===== src/rtl/convertidor_bcd_binario_pkg.sv =====
// Shared types and constants for the 4-digit BCD to binary converter.
package convertidor_pkg;

  typedef enum logic [1:0] {REPOSO, DESPLAZA, FIN} estado_e;

  localparam int unsigned N_DIGITOS      = 4;
  localparam int unsigned BITS_BCD       = 16;
  localparam int unsigned N_ITER         = 14;
  localparam int unsigned ANCHO_REG      = 30;
  localparam int unsigned BCD_MAX_DIGITO = 9;

  function automatic logic digito_valido(input logic [3:0] d);
    return d <= 4'(BCD_MAX_DIGITO);
  endfunction

endpackage


===== src/rtl/convertidor_bcd_binario_if.sv =====
// Request/result bundle between the digit source (master) and the converter (slave).
interface convertidor_bcd_binario_if #(
  parameter int unsigned ANCHO_SALIDA = 10
);
  logic                    Start;
  logic [3:0]              Millares;
  logic [3:0]              Centenas;
  logic [3:0]              Decenas;
  logic [3:0]              Unidades;
  logic [ANCHO_SALIDA-1:0] N_Binario;
  logic                    Ocupado;
  logic                    Listo;
  logic                    Error_Digito;
  logic                    Desborde;

  modport master (
    output Start, Millares, Centenas, Decenas, Unidades,
    input  N_Binario, Ocupado, Listo, Error_Digito, Desborde
  );

  modport slave (
    input  Start, Millares, Centenas, Decenas, Unidades,
    output N_Binario, Ocupado, Listo, Error_Digito, Desborde
  );
endinterface


===== src/rtl/convertidor_bcd_binario_ajuste_digito.sv =====
// Reverse double-dabble digit correction: subtract 3 from a nibble that reached 8 or more.
module ajuste_digito_bcd (
  input  logic [3:0] dato_i,
  output logic [3:0] dato_o
);
  assign dato_o = (dato_i >= 4'd8) ? dato_i - 4'd3 : dato_i;
endmodule


===== src/rtl/convertidor_bcd_binario.sv =====
// Sequential 4-digit BCD to binary converter (reverse double-dabble) with saturation.
// Define ITERACION_DOBLE_EN to run two shift+correct iterations per clock (7 cycles).
module convertidor_bcd_binario
  import convertidor_pkg::*;
#(
  parameter int unsigned ANCHO_SALIDA = 10
) (
  input logic                      clk,
  input logic                      reset,
  convertidor_bcd_binario_if.slave bus_io
);

`ifdef ITERACION_DOBLE_EN
  localparam logic [3:0] PASOS = 4'(N_ITER / 2);
`else
  localparam logic [3:0] PASOS = 4'(N_ITER);
`endif
  localparam int unsigned LIMITE = (32'd1 << ANCHO_SALIDA) - 32'd1;

  estado_e                 estado_q, estado_d;
  logic [ANCHO_REG-1:0]    sr_q, sr_d;
  logic [3:0]              cnt_q, cnt_d;
  logic [ANCHO_SALIDA-1:0] n_binario_q, n_binario_d;
  logic                    ocupado_q, ocupado_d;
  logic                    listo_q, listo_d;
  logic                    error_q, error_d;
  logic                    desborde_q, desborde_d;

  logic [ANCHO_REG-1:0]    desp1, paso1, paso;
  logic [N_ITER-1:0]       valor;
  logic                    digitos_validos;

  // One iteration: shift right, then correct each BCD nibble independently.
  assign desp1 = sr_q >> 1;
  assign paso1[N_ITER-1:0] = desp1[N_ITER-1:0];
  for (genvar i = 0; i < N_DIGITOS; i++) begin : g_ajuste1
    ajuste_digito_bcd u_ajuste (
      .dato_i(desp1[N_ITER+4*i +: 4]),
      .dato_o(paso1[N_ITER+4*i +: 4])
    );
  end

`ifdef ITERACION_DOBLE_EN
  logic [ANCHO_REG-1:0] desp2, paso2;

  assign desp2 = paso1 >> 1;
  assign paso2[N_ITER-1:0] = desp2[N_ITER-1:0];
  for (genvar i = 0; i < N_DIGITOS; i++) begin : g_ajuste2
    ajuste_digito_bcd u_ajuste (
      .dato_i(desp2[N_ITER+4*i +: 4]),
      .dato_o(paso2[N_ITER+4*i +: 4])
    );
  end
  assign paso = paso2;
`else
  assign paso = paso1;
`endif

  assign digitos_validos = digito_valido(bus_io.Millares) && digito_valido(bus_io.Centenas) &&
                           digito_valido(bus_io.Decenas) && digito_valido(bus_io.Unidades);
  assign valor = sr_q[N_ITER-1:0];

  always_comb begin
    estado_d    = estado_q;
    sr_d        = sr_q;
    cnt_d       = cnt_q;
    n_binario_d = n_binario_q;
    ocupado_d   = ocupado_q;
    listo_d     = 1'b0;
    error_d     = error_q;
    desborde_d  = desborde_q;
    case (estado_q)
      REPOSO: begin
        if (bus_io.Start) begin
          if (digitos_validos) begin
            sr_d      = {bus_io.Millares, bus_io.Centenas, bus_io.Decenas, bus_io.Unidades,
                         {N_ITER{1'b0}}};
            cnt_d     = '0;
            ocupado_d = 1'b1;
            estado_d  = DESPLAZA;
          end else begin
            // Rejected request: report immediately, keep the previous result.
            listo_d    = 1'b1;
            error_d    = 1'b1;
            desborde_d = 1'b0;
          end
        end
      end
      DESPLAZA: begin
        sr_d  = paso;
        cnt_d = cnt_q + 4'd1;
        if (cnt_q == PASOS - 4'd1) estado_d = FIN;
      end
      FIN: begin
        if (32'(valor) > LIMITE) begin
          n_binario_d = '1;
          desborde_d  = 1'b1;
        end else begin
          n_binario_d = valor[ANCHO_SALIDA-1:0];
          desborde_d  = 1'b0;
        end
        error_d   = 1'b0;
        listo_d   = 1'b1;
        ocupado_d = 1'b0;
        estado_d  = REPOSO;
      end
      default: estado_d = REPOSO;
    endcase
  end

  always_ff @(posedge clk or posedge reset) begin
    if (reset) begin
      estado_q    <= REPOSO;
      sr_q        <= '0;
      cnt_q       <= '0;
      n_binario_q <= '0;
      ocupado_q   <= 1'b0;
      listo_q     <= 1'b0;
      error_q     <= 1'b0;
      desborde_q  <= 1'b0;
    end else begin
      estado_q    <= estado_d;
      sr_q        <= sr_d;
      cnt_q       <= cnt_d;
      n_binario_q <= n_binario_d;
      ocupado_q   <= ocupado_d;
      listo_q     <= listo_d;
      error_q     <= error_d;
      desborde_q  <= desborde_d;
    end
  end

  assign bus_io.N_Binario    = n_binario_q;
  assign bus_io.Ocupado      = ocupado_q;
  assign bus_io.Listo        = listo_q;
  assign bus_io.Error_Digito = error_q;
  assign bus_io.Desborde     = desborde_q;

endmodule


===== src/flat_wrapper.sv =====
// flat-port wrapper written by rule: the top's interface ports become plain ports
module convertidor_bcd_binario_flat import convertidor_pkg::*;
#(
  parameter int unsigned ANCHO_SALIDA = 10
)
  (clk, reset, bus_io_Start, bus_io_Millares, bus_io_Centenas, bus_io_Decenas, bus_io_Unidades, bus_io_N_Binario, bus_io_Ocupado, bus_io_Listo, bus_io_Error_Digito, bus_io_Desborde);
  convertidor_bcd_binario_if #(.ANCHO_SALIDA(ANCHO_SALIDA)) bus_io_i ();
  input logic clk;
  input logic reset;
  input wire logic [$bits(bus_io_i.Start)-1:0] bus_io_Start;
  input wire logic [$bits(bus_io_i.Millares)-1:0] bus_io_Millares;
  input wire logic [$bits(bus_io_i.Centenas)-1:0] bus_io_Centenas;
  input wire logic [$bits(bus_io_i.Decenas)-1:0] bus_io_Decenas;
  input wire logic [$bits(bus_io_i.Unidades)-1:0] bus_io_Unidades;
  output wire logic [$bits(bus_io_i.N_Binario)-1:0] bus_io_N_Binario;
  output wire logic [$bits(bus_io_i.Ocupado)-1:0] bus_io_Ocupado;
  output wire logic [$bits(bus_io_i.Listo)-1:0] bus_io_Listo;
  output wire logic [$bits(bus_io_i.Error_Digito)-1:0] bus_io_Error_Digito;
  output wire logic [$bits(bus_io_i.Desborde)-1:0] bus_io_Desborde;
  assign bus_io_i.Start = bus_io_Start;
  assign bus_io_i.Millares = bus_io_Millares;
  assign bus_io_i.Centenas = bus_io_Centenas;
  assign bus_io_i.Decenas = bus_io_Decenas;
  assign bus_io_i.Unidades = bus_io_Unidades;
  assign bus_io_N_Binario = bus_io_i.N_Binario;
  assign bus_io_Ocupado = bus_io_i.Ocupado;
  assign bus_io_Listo = bus_io_i.Listo;
  assign bus_io_Error_Digito = bus_io_i.Error_Digito;
  assign bus_io_Desborde = bus_io_i.Desborde;
  convertidor_bcd_binario #(.ANCHO_SALIDA(ANCHO_SALIDA)) u_core (.clk(clk), .reset(reset), .bus_io(bus_io_i));
endmodule

===== config.mk =====
export PLATFORM = sky130hd
export DESIGN_NAME = convertidor_bcd_binario_flat
export DESIGN_NICKNAME = d
export VERILOG_FILES = /design/src/rtl/convertidor_bcd_binario_pkg.sv /design/src/rtl/convertidor_bcd_binario_if.sv /design/src/rtl/convertidor_bcd_binario_ajuste_digito.sv /design/src/rtl/convertidor_bcd_binario.sv /design/src/flat_wrapper.sv
export SDC_FILE = /design/constraint.sdc
export NUM_CORES = 1
export LEC_CHECK = 0
export BUFFER_PORTS_ARGS = -buffer_cell sky130_fd_sc_hd__buf_2
export CAP_MARGIN = 20
export CORE_UTILIZATION = 55
export CTS_CLUSTER_DIAMETER = 80
export DETAILED_ROUTE_END_ITERATION = 12
export PLACE_DENSITY = 0.77
export REMOVE_ABC_BUFFERS = 1
export SYNTH_ARGS = -nofsm -noshare
export SYNTH_HDL_FRONTEND = slang
export SYNTH_SLANG_ARGS = --single-unit

===== constraint.sdc =====
create_clock -name clk -period 2 [get_ports clk]
set_input_delay 0.4 -clock clk [delete_from_list [all_inputs] [get_ports clk]]
set_output_delay 0.4 -clock clk [all_outputs]
set_load 0.1 [all_outputs]

Word level (Yosys, flattened, before mapping)
Cells that the tools add are included.
W data, S select, Z words.
Storage, ports and cells
  register bits after elaboration: 50
  bits of input ports: 19
  logic and storage cells: 67
Cells by class
  add/subtract/negate cells: 5
  $lt $le $gt $ge: 9
  eq/ne operators: 7
  muxes and demuxes: 28
  reduce and logical (&&, ||, !) cells: 10
Operators by type and width (number)
  $mux W30: 2
  $pmux W30 S2: 1
  $mux W4: 6
  $le A4 B4 Y1 const B: 4
  $gt A14 B10 Y1 const B: 1
  $ge A4 B4 Y1 const B: 3
  $reduce_and A3 Y1: 4
  $sub A4 B2 Y4 const B: 3
  $mux W10: 1
  $mux W1: 9
  $pmux W1 S2: 4
  $pmux W4 S2: 1
  $mux W2: 3
  $add A4 B1 Y4 const B: 1
  $eq A4 B4 Y1 const B: 1
  $ge A3 B4 Y1 const B: 1
  $ne A2 B1 Y1 const B: 2
  $ne A2 B2 Y1 const B: 2
  $pmux W2 S2: 1
  $reduce_bool A2 Y1: 2
  $sub A3 B2 Y4 const B: 1
  $logic_and A1 B1 Y1: 3
  $eq A2 B1 Y1 const B: 1
  $eq A2 B2 Y1 const B: 1
  $logic_not A2 Y1: 1

Logic depth before layout (Yosys ltp)
Gate-level depths: netlist of the first run.
  word-level depth: 7
  depth in mapped cells: 6
  mapped depth without buffers: 6

Cells and area by module
From an unflattened synthesis of the first run, not the netlist that was laid out.
Second synthesis, totals
  cell total of the unflattened synthesis: 280
  area, all modules: 2580.0 um^2
Modules (own cells, without submodules)
  convertidor_bcd_binario: times used 1, cells each 236, area an instance 2274.7 um^2, sequential area each 1251.2 um^2
  ajuste_digito_bcd: times used 4, cells each 11, area an instance 76.3 um^2, sequential area each 0.0 um^2

Least setup slack after synthesis of the first run
Ideal clock, no wire load.
  path type: input port to flip-flop
  start: input bus_io_Decenas[2]
  end: register u_core.sr_q[17]
  arrival: 1.364 ns
  required time: 1.874 ns
  setup slack: 0.510 ns
  stages: 6
  path buffers: 1
  path through: o21ai_1 and4_4 and2_4 buf_6 nor3_1 a311o_1
Between the ends
  cells in the longest elaborated chain, start to end: 5
Ends and longest elaborated chain
  start, declared: RTL line flat_wrapper.sv:13  | input wire logic [$bits(bus_io_i.Decenas)-1:0] bus_io_Decenas;
  $le A4 B4 Y1: RTL line convertidor_bcd_binario_pkg.sv:13  | return d <= 4'(BCD_MAX_DIGITO);
  $logic_and A1 B1 Y1: RTL line convertidor_bcd_binario.sv:59  | assign digitos_validos = digito_valido(bus_io.Millares) && digito_valido(bus_io.Centenas) &&
  $logic_and A1 B1 Y1: RTL line convertidor_bcd_binario.sv:60  | digito_valido(bus_io.Decenas) && digito_valido(bus_io.Unidades);
  $ne A2 B1 Y1 (no source line)
  $reduce_and A3 Y1 (no source line)
  end signal, assigned: RTL line convertidor_bcd_binario.sv:123  | sr_q <= sr_d;
  end, declared: RTL line convertidor_bcd_binario.sv:21  | logic [ANCHO_REG-1:0] sr_q, sr_d;
No other way between the ends.
A chain may end at the register's enable or synchronous reset.

Worst setup path in the final report of the first run
  start: register u_core.estado_q[0]
  end: register u_core.n_binario_q[6], in the netlist u_core.bus_io.N_Binario[6]
Between the ends
  cells in the longest elaborated chain, start to end: 1
Ends and longest elaborated chain
  start, declared: RTL line convertidor_bcd_binario.sv:20  | estado_e estado_q, estado_d;
  start signal, assigned: RTL line convertidor_bcd_binario.sv:122  | estado_q <= estado_d;
  $eq A2 B2 Y1: RTL line convertidor_bcd_binario.sv:72  | case (estado_q)
  end signal, assigned: RTL line convertidor_bcd_binario.sv:125  | n_binario_q <= n_binario_d;
  end, declared: RTL line convertidor_bcd_binario.sv:23  | logic [ANCHO_SALIDA-1:0] n_binario_q, n_binario_d;
No other way between the ends.

==> results of run 1 <==
cell type report:
| type | instances | area (sq um) | share of cell area |
|---|---|---|---|
| tap | 50 | 62.6 | 0.0232 |
| timing repair buffer | 40 | 233 | 0.0864 |
| sequential | 50 | 1250 | 0.464 |
| clock inverter | 3 | 43.8 | 0.0163 |
| clock buffer | 5 | 68.8 | 0.0255 |
| inverter | 10 | 37.5 | 0.0139 |
| multi-input combinational | 161 | 997 | 0.370 |
metrics by stage:
step / total power [mW] / hold WS, ns / util / area [sq um] / std cells
2_1_floorplan: 3.73 / 0.464 / - / 2290 / 221
3_3_place_gp: 4.22 / 0.468 / 0.636 / 2580 / 311
3_5_place_dp: 4.28 / 0.468 / 0.636 / 2580 / 311
4_1_cts: 5.00 / 0.133 / 0.664 / 2690 / 319
5_1_grt: 5.31 / 0.165 / 0.664 / 2690 / 319
6_report: 4.97 / 0.121 / 0.664 / 2690 / 319
logic make-up (layout without fill, tap and decap cells):
family,Yosys count,after routing,synth area share
xor+xnor,6,6,0.0223
buf+inv,21,58,0.0447
mux,3,3,0.0128
flops,50,50,0.532
simple gates,65,65,0.124
compound gates,79,79,0.222
fa+ha+maj,8,8,0.0425
power by group:
part           switching, mW  internal [mW]  total (mW)
sequential             0.386           1.45        1.83
clock                  0.335          0.375       0.709
combinational           1.66          0.774        2.43
total                   2.38           2.60        4.97
final timing paths:
path | startpoint | endpoint
worst max-delay path | u_core.estado_q[0] | u_core.bus_io.N_Binario[6]
worst min-delay path | reset | u_core.sr_q[29]
worst max register to register | u_core.estado_q[0] | u_core.bus_io.N_Binario[6]
worst min register to register | u_core.bus_io.N_Binario[2] | u_core.bus_io.N_Binario[2]
max in group asynchronous | reset | u_core.cnt_q[1]
min in group clk | bus_io_Decenas[3] | u_core.sr_q[21]
state kept, by name, indices dropped and copies added, names as in the netlist:
signal and cells:
u_core.bus_io.Ocupado 1, u_core.estado_q 2, u_core.bus_io.N_Binario 10, u_core.bus_io.Listo 1, u_core.sr_q 30, u_core.cnt_q 4, u_core.bus_io.Error_Digito 1, u_core.bus_io.Desborde 1
worst register-to-register path, cell delays in order, from the launching register on:
cell                      delay [ns]
sky130_fd_sc_hd__dfrtp_1        0.48
sky130_fd_sc_hd__nor2_1         0.69
sky130_fd_sc_hd__o41ai_1        0.19
sky130_fd_sc_hd__buf_4          0.22
sky130_fd_sc_hd__nand3_1        0.07
cell usage in the layout, fill, tap and decap left out, drive strengths merged, types with 4 or more instances in the layout:
master / synthesis / layout
buf: 6 / 40
nand2: 31 / 31
nor2: 11 / 11
inv: 10 / 11
xnor2: 4 / 4
o21ai: 17 / 17
ha: 8 / 8
a22o: 14 / 14
a31oi: 5 / 5
a21oi: 14 / 14
clkbuf: 5 / 5
o22ai: 14 / 14
dfrtp: 50 / 50
nand3: 12 / 12
Yosys cell counts (4+ instances only):
library cell / number
sky130_fd_sc_hd__a21oi_1: 14
sky130_fd_sc_hd__a31oi_1: 5
sky130_fd_sc_hd__o21ai_0: 12
sky130_fd_sc_hd__inv_1: 10
sky130_fd_sc_hd__xnor2_1: 4
sky130_fd_sc_hd__o22ai_1: 14
sky130_fd_sc_hd__nor2_1: 10
sky130_fd_sc_hd__a22o_1: 14
sky130_fd_sc_hd__nand3_1: 12
sky130_fd_sc_hd__nand2_1: 31
sky130_fd_sc_hd__clkbuf_1: 5
sky130_fd_sc_hd__ha_1: 8
sky130_fd_sc_hd__dfrtp_1: 50
sky130_fd_sc_hd__o21ai_1: 4
metal layers:
metal	vias to the layer above	track usage	routed length (um)
met5	-	0	0
met2	41	0.380	2310
met3	10	0.0591	238
met4	0	0.0718	77
li1	908	-	-
met1	886	0.346	2320
==> flow_metrics.tcl, run 1 <==
set metrics [dict create \
    outcome "finished, final reports clean" \
    crit_fanout 13 \
    synth-async-reset-ratio 1.00 \
    die_x_um 67.4 \
    syn2layout_area_growth_pct 14.5 \
    tritoncts "yes" \
    worst_clock_skew_ns 0.0148 \
    track_usage 0.247 \
    wire_per_inst_um 15.5 \
    tightest_slew_ns 0.853 \
    period_share 0.862 \
    critical_path_depth 4 \
    synth_area_per_cell_sq_um 10.1 \
    worst-r2r-setup-slack_ns 0.28 \
    worst_skew_pair.late_latency_ns 0.31 \
    timing.final.crit_period_ns 1.72 \
    leakage_nw 1.32 \
    worst_setup_hold_path_clk_slew_ns 0.10 \
    floorplan.initialDensity 0.580 \
    detailroute.via_count 1845 \
    slowest_delay_ns 0.69 \
    cts_sinks 50 \
    synth.area.top_cells "sky130_fd_sc_hd__dfrtp_1 53%, sky130_fd_sc_hd__a22o_1 5.2%, sky130_fd_sc_hd__nand2_1 4.9%" \
    critPathArrivalTime_ns 1.96 \
    worst_r2r_path_depth 4 \
    cts-resized-gates 0 \
    insertedDiodeCount 0 \
    post-dp-hpwl_mm 3.49 \
    fmax_achieved_mhz 580 \
    die_area_sq_um 4540 \
    netlist_area_sq_um 2350 \
    synth_largest_type_area_fraction 0.532 \
    pre_antenna_drt_iters 4 \
    worst_slew_margin_rel 0.429 \
    dieHeight_um 67.4 \
    final_setup_vio_count 0 \
    drive_above_1_share 0.197 \
    h-tree-depth 2 \
    synth_cell_types 36 \
    critical_path_required_ns 2.24 \
    grt_overflow 0 \
    grt_antenna_before_repair 0 \
    core_area_sq_um 4060 \
    num_io_pins 33 \
    fin_setup_tns_ns 0 \
    placement.io_buffers 32 \
    clock_tree.buffer_depth 2 \
    synth_cells 232 \
    critical_path.slowest_cell "sky130_fd_sc_hd__nor2_1" \
    grt_pass1_wl_mm 8.14 \
    final_net_count 295 \
    post-route-worst-setup-slack_ns 0.277 \
    most_area_hungry_cell_type_in_the_yosys_netlist "sky130_fd_sc_hd__dfrtp_1" \
    timing.hold.worst.class "input port to async pin" \
    max-cap-violations 0 \
    category_of_the_worst_setup_path_launch_point "flop" \
    fillers 329 \
    critPathTopFamily "simple AND/OR/NAND/NOR gates" \
    final_hold_violation_count 0 \
    worst-setup-path-type "flop to flop" \
    detail-route-antenna-nets 0 \
    endpoint_kind "flop" \
    drt_iter0_drc 138 \
    drt_drc_violations_left 0 \
    preCtsSetupSlack_ns 0.0130 \
    synth.ff_latch_count 50 \
    largest_net_degree_at_the_start_of_global_routing 28 \
    synth_edf_count 0 \
    yosysSeqAreaShare 0.532 \
    globalplace.congestion 0.835 \
    root_buffer_master "sky130_fd_sc_hd__clkbuf_8" \
    crit_buf_inv 1 \
    slew_violations 0 \
    synthFlopType "sky130_fd_sc_hd__dfrtp_1" \
    cts_setup_buffers 0 \
    rows 23 \
    holdBufCountCts 0 \
    wl_mm 4.94 \
    grt_setup_unrepaired "false" \
    viasPerCell 5.78 \
    tritoncts.num_buffers 5 \
    power_density_nw_per_um2 1850 \
    path_cells "nor2_1, o41ai_1, buf_4, nand3_1" \
    first_global_vias 1726 \
    ir_drop_mv 0.934 \
    ys_warn_count 0 \
]
Power figures use the tool's default switching activity.
==> inputs of run 2 (changes only) <==
--- a/config.mk
+++ b/config.mk
@@ -10,7 +10,7 @@
 export CORE_UTILIZATION = 55
 export CTS_CLUSTER_DIAMETER = 80
 export DETAILED_ROUTE_END_ITERATION = 12
-export PLACE_DENSITY = 0.77
+export PLACE_DENSITY = 0.85
 export REMOVE_ABC_BUFFERS = 1
 export SYNTH_ARGS = -nofsm -noshare
 export SYNTH_HDL_FRONTEND = slang
==> flow_metrics.tcl, run 2 (synthesized netlist as in run 1, its figures left out) <==
set metrics [dict create \
    timing.final.crit_period_ns 1.64 \
    critical_path.slowest_cell "sky130_fd_sc_hd__o21ai_2" \
    floorplan.initialDensity 0.580 \
    ir_drop_mv 0.791 \
    die_x_um 67.4 \
    rows 23 \
    slew_violations 0 \
    first_global_vias 1692 \
    grt_setup_unrepaired "false" \
    slowest_delay_ns 0.69 \
    most-common-layout-cells "50 x sky130_fd_sc_hd__dfrtp_1, 32 x sky130_fd_sc_hd__buf_2, 31 x sky130_fd_sc_hd__nand2_1" \
    worst_clock_skew_ns 0.00614 \
    rr_endpoint "u_core.sr_q[26]" \
    clock_tree.buffer_depth 2 \
    power_density_nw_per_um2 1840 \
    final_setup_vio_count 0 \
    core_area_sq_um 4060 \
    globalplace.congestion 0.894 \
    crit_buf_inv 0 \
    pwr-share-seq 0.374 \
    fillers 317 \
    cts-resized-gates 0 \
    h-tree-depth 2 \
    post-dp-hpwl_mm 3.37 \
    fin_hold_ws_ns 0.0688 \
    worst_r2r_startpoint "u_core.estado_q[0]" \
    placement.io_buffers 32 \
    endpoint_kind "flop" \
    final_hold_violation_count 0 \
    wire_per_inst_um 15.0 \
    num_io_pins 33 \
    internal-power_mw 2.59 \
    category_of_the_worst_setup_path_launch_point "flop" \
    worst-setup-path-type "flop to flop" \
    fin_setup_tns_ns 0 \
    insertedDiodeCount 0 \
    root_buffer_master "sky130_fd_sc_hd__clkbuf_8" \
    pre_antenna_drt_iters 4 \
    path_cells "o21ai_2, o21ai_0" \
    syn2layout_area_growth_pct 14.7 \
    cts_setup_buffers 0 \
    power.clock.fraction 0.141 \
    critical_path_required_ns 2.15 \
    most_common_cell_after_layout_fill_and_taps_aside "sky130_fd_sc_hd__dfrtp_1" \
    power.switching_fraction 0.478 \
    grt_overflow 0 \
    worst_r2r_path_depth 2 \
    tritoncts.num_buffers 5 \
    viasPerCell 5.78 \
    dieHeight_um 67.4 \
    cts_sinks 50 \
    grt_pass1_wl_mm 7.69 \
    detail-route-antenna-nets 0 \
    max-cap-violations 0 \
    comb_power_share 0.485 \
    critPathArrivalTime_ns 1.78 \
    track_usage 0.227 \
    worst-r2r-setup-slack_ns 0.36 \
    outcome "finished, final reports clean" \
    worst_skew_pair.late_latency_ns 0.30 \
    wl_mm 4.81 \
    largest_net_degree_at_the_start_of_global_routing 35 \
    fin_area_sq_um 2700 \
    critPathTopFamily "compound AO/OA/AOI/OAI gates" \
    drt_drc_violations_left 0 \
    crit_fanout 20 \
    timing.hold.worst.class "input port to async pin" \
    post_dp_cell_area_sq_um 2590 \
    holdBufCountCts 0 \
    tritoncts "yes" \
    max_flop_register "u_core.sr_q" \
    tightest_slew_ns 0.755 \
    worst_slew_margin_rel 0.496 \
    detailroute.via_count 1851 \
    drt_iter0_drc 141 \
    drive_above_1_share 0.196 \
    worst_setup_hold_path_clk_slew_ns 0.08 \
    leakage_nw 1.32 \
    period_share 0.818 \
    fmax_achieved_mhz 612 \
    die_area_sq_um 4540 \
    final_net_count 296 \
    grt_antenna_before_repair 0 \
    switching_power_mw 2.38 \
    largest_reg_flops 30 \
]
run 2: layout make-up:
class                      instances  area, sq um  share of cell area
clock buffer                       6         72.6              0.0269
tap                               50         62.6              0.0232
clock inverter                     2         37.5              0.0139
timing repair buffer              41          240              0.0890
multi-input combinational        161          997               0.369
inverter                          10         37.5              0.0139
sequential                        50         1250               0.464
run 2: through the flow:
step / std cells / power, mW / util / setup WS [ns]
after floorplan: 221 / 3.73 / - / 0.0591
after global placement: 312 / 4.18 / 0.638 / 0.137
after detailed placement: 312 / 4.26 / 0.638 / 0.0561
after CTS: 320 / 4.97 / 0.665 / 0.345
after global routing: 320 / 5.29 / 0.665 / 0.234
final: 320 / 4.97 / 0.665 / 0.365
run 2: metal layers:
metal  GRT usage  part of all wire  wire length, um
met4      0.0665            0.0079               38
met2       0.365              0.48             2310
met3      0.0456             0.041              196
met1       0.310              0.47             2260
met5           0                 0                0
run 2: worst max path at each step:
stage,startpoint,depth (start not counted),slack (ns),to
6_report,u_core.estado_q[0],2,0.36,u_core.sr_q[26]
2_1_floorplan,u_core.estado_q[0],5,0.06,u_core.sr_q[17]
5_1_grt,u_core.estado_q[0],2,0.23,u_core.sr_q[26]
4_1_cts,u_core.estado_q[0],2,0.35,u_core.sr_q[26]
3_3_place_gp,bus_io_Unidades[2],6,0.14,u_core.sr_q[23]
3_5_place_dp,bus_io_Unidades[2],6,0.06,u_core.sr_q[26]
run 2: power by group through the flow:
stage               combinational, mW  clock [mW]  sequential [mW]
floorplan                        1.12           0             2.61
global placement                 2.34           0             1.84
detailed placement               2.40           0             1.86
CTS                              2.42       0.702             1.85
global route                     2.62       0.749             1.92
finish                           2.41       0.700             1.86
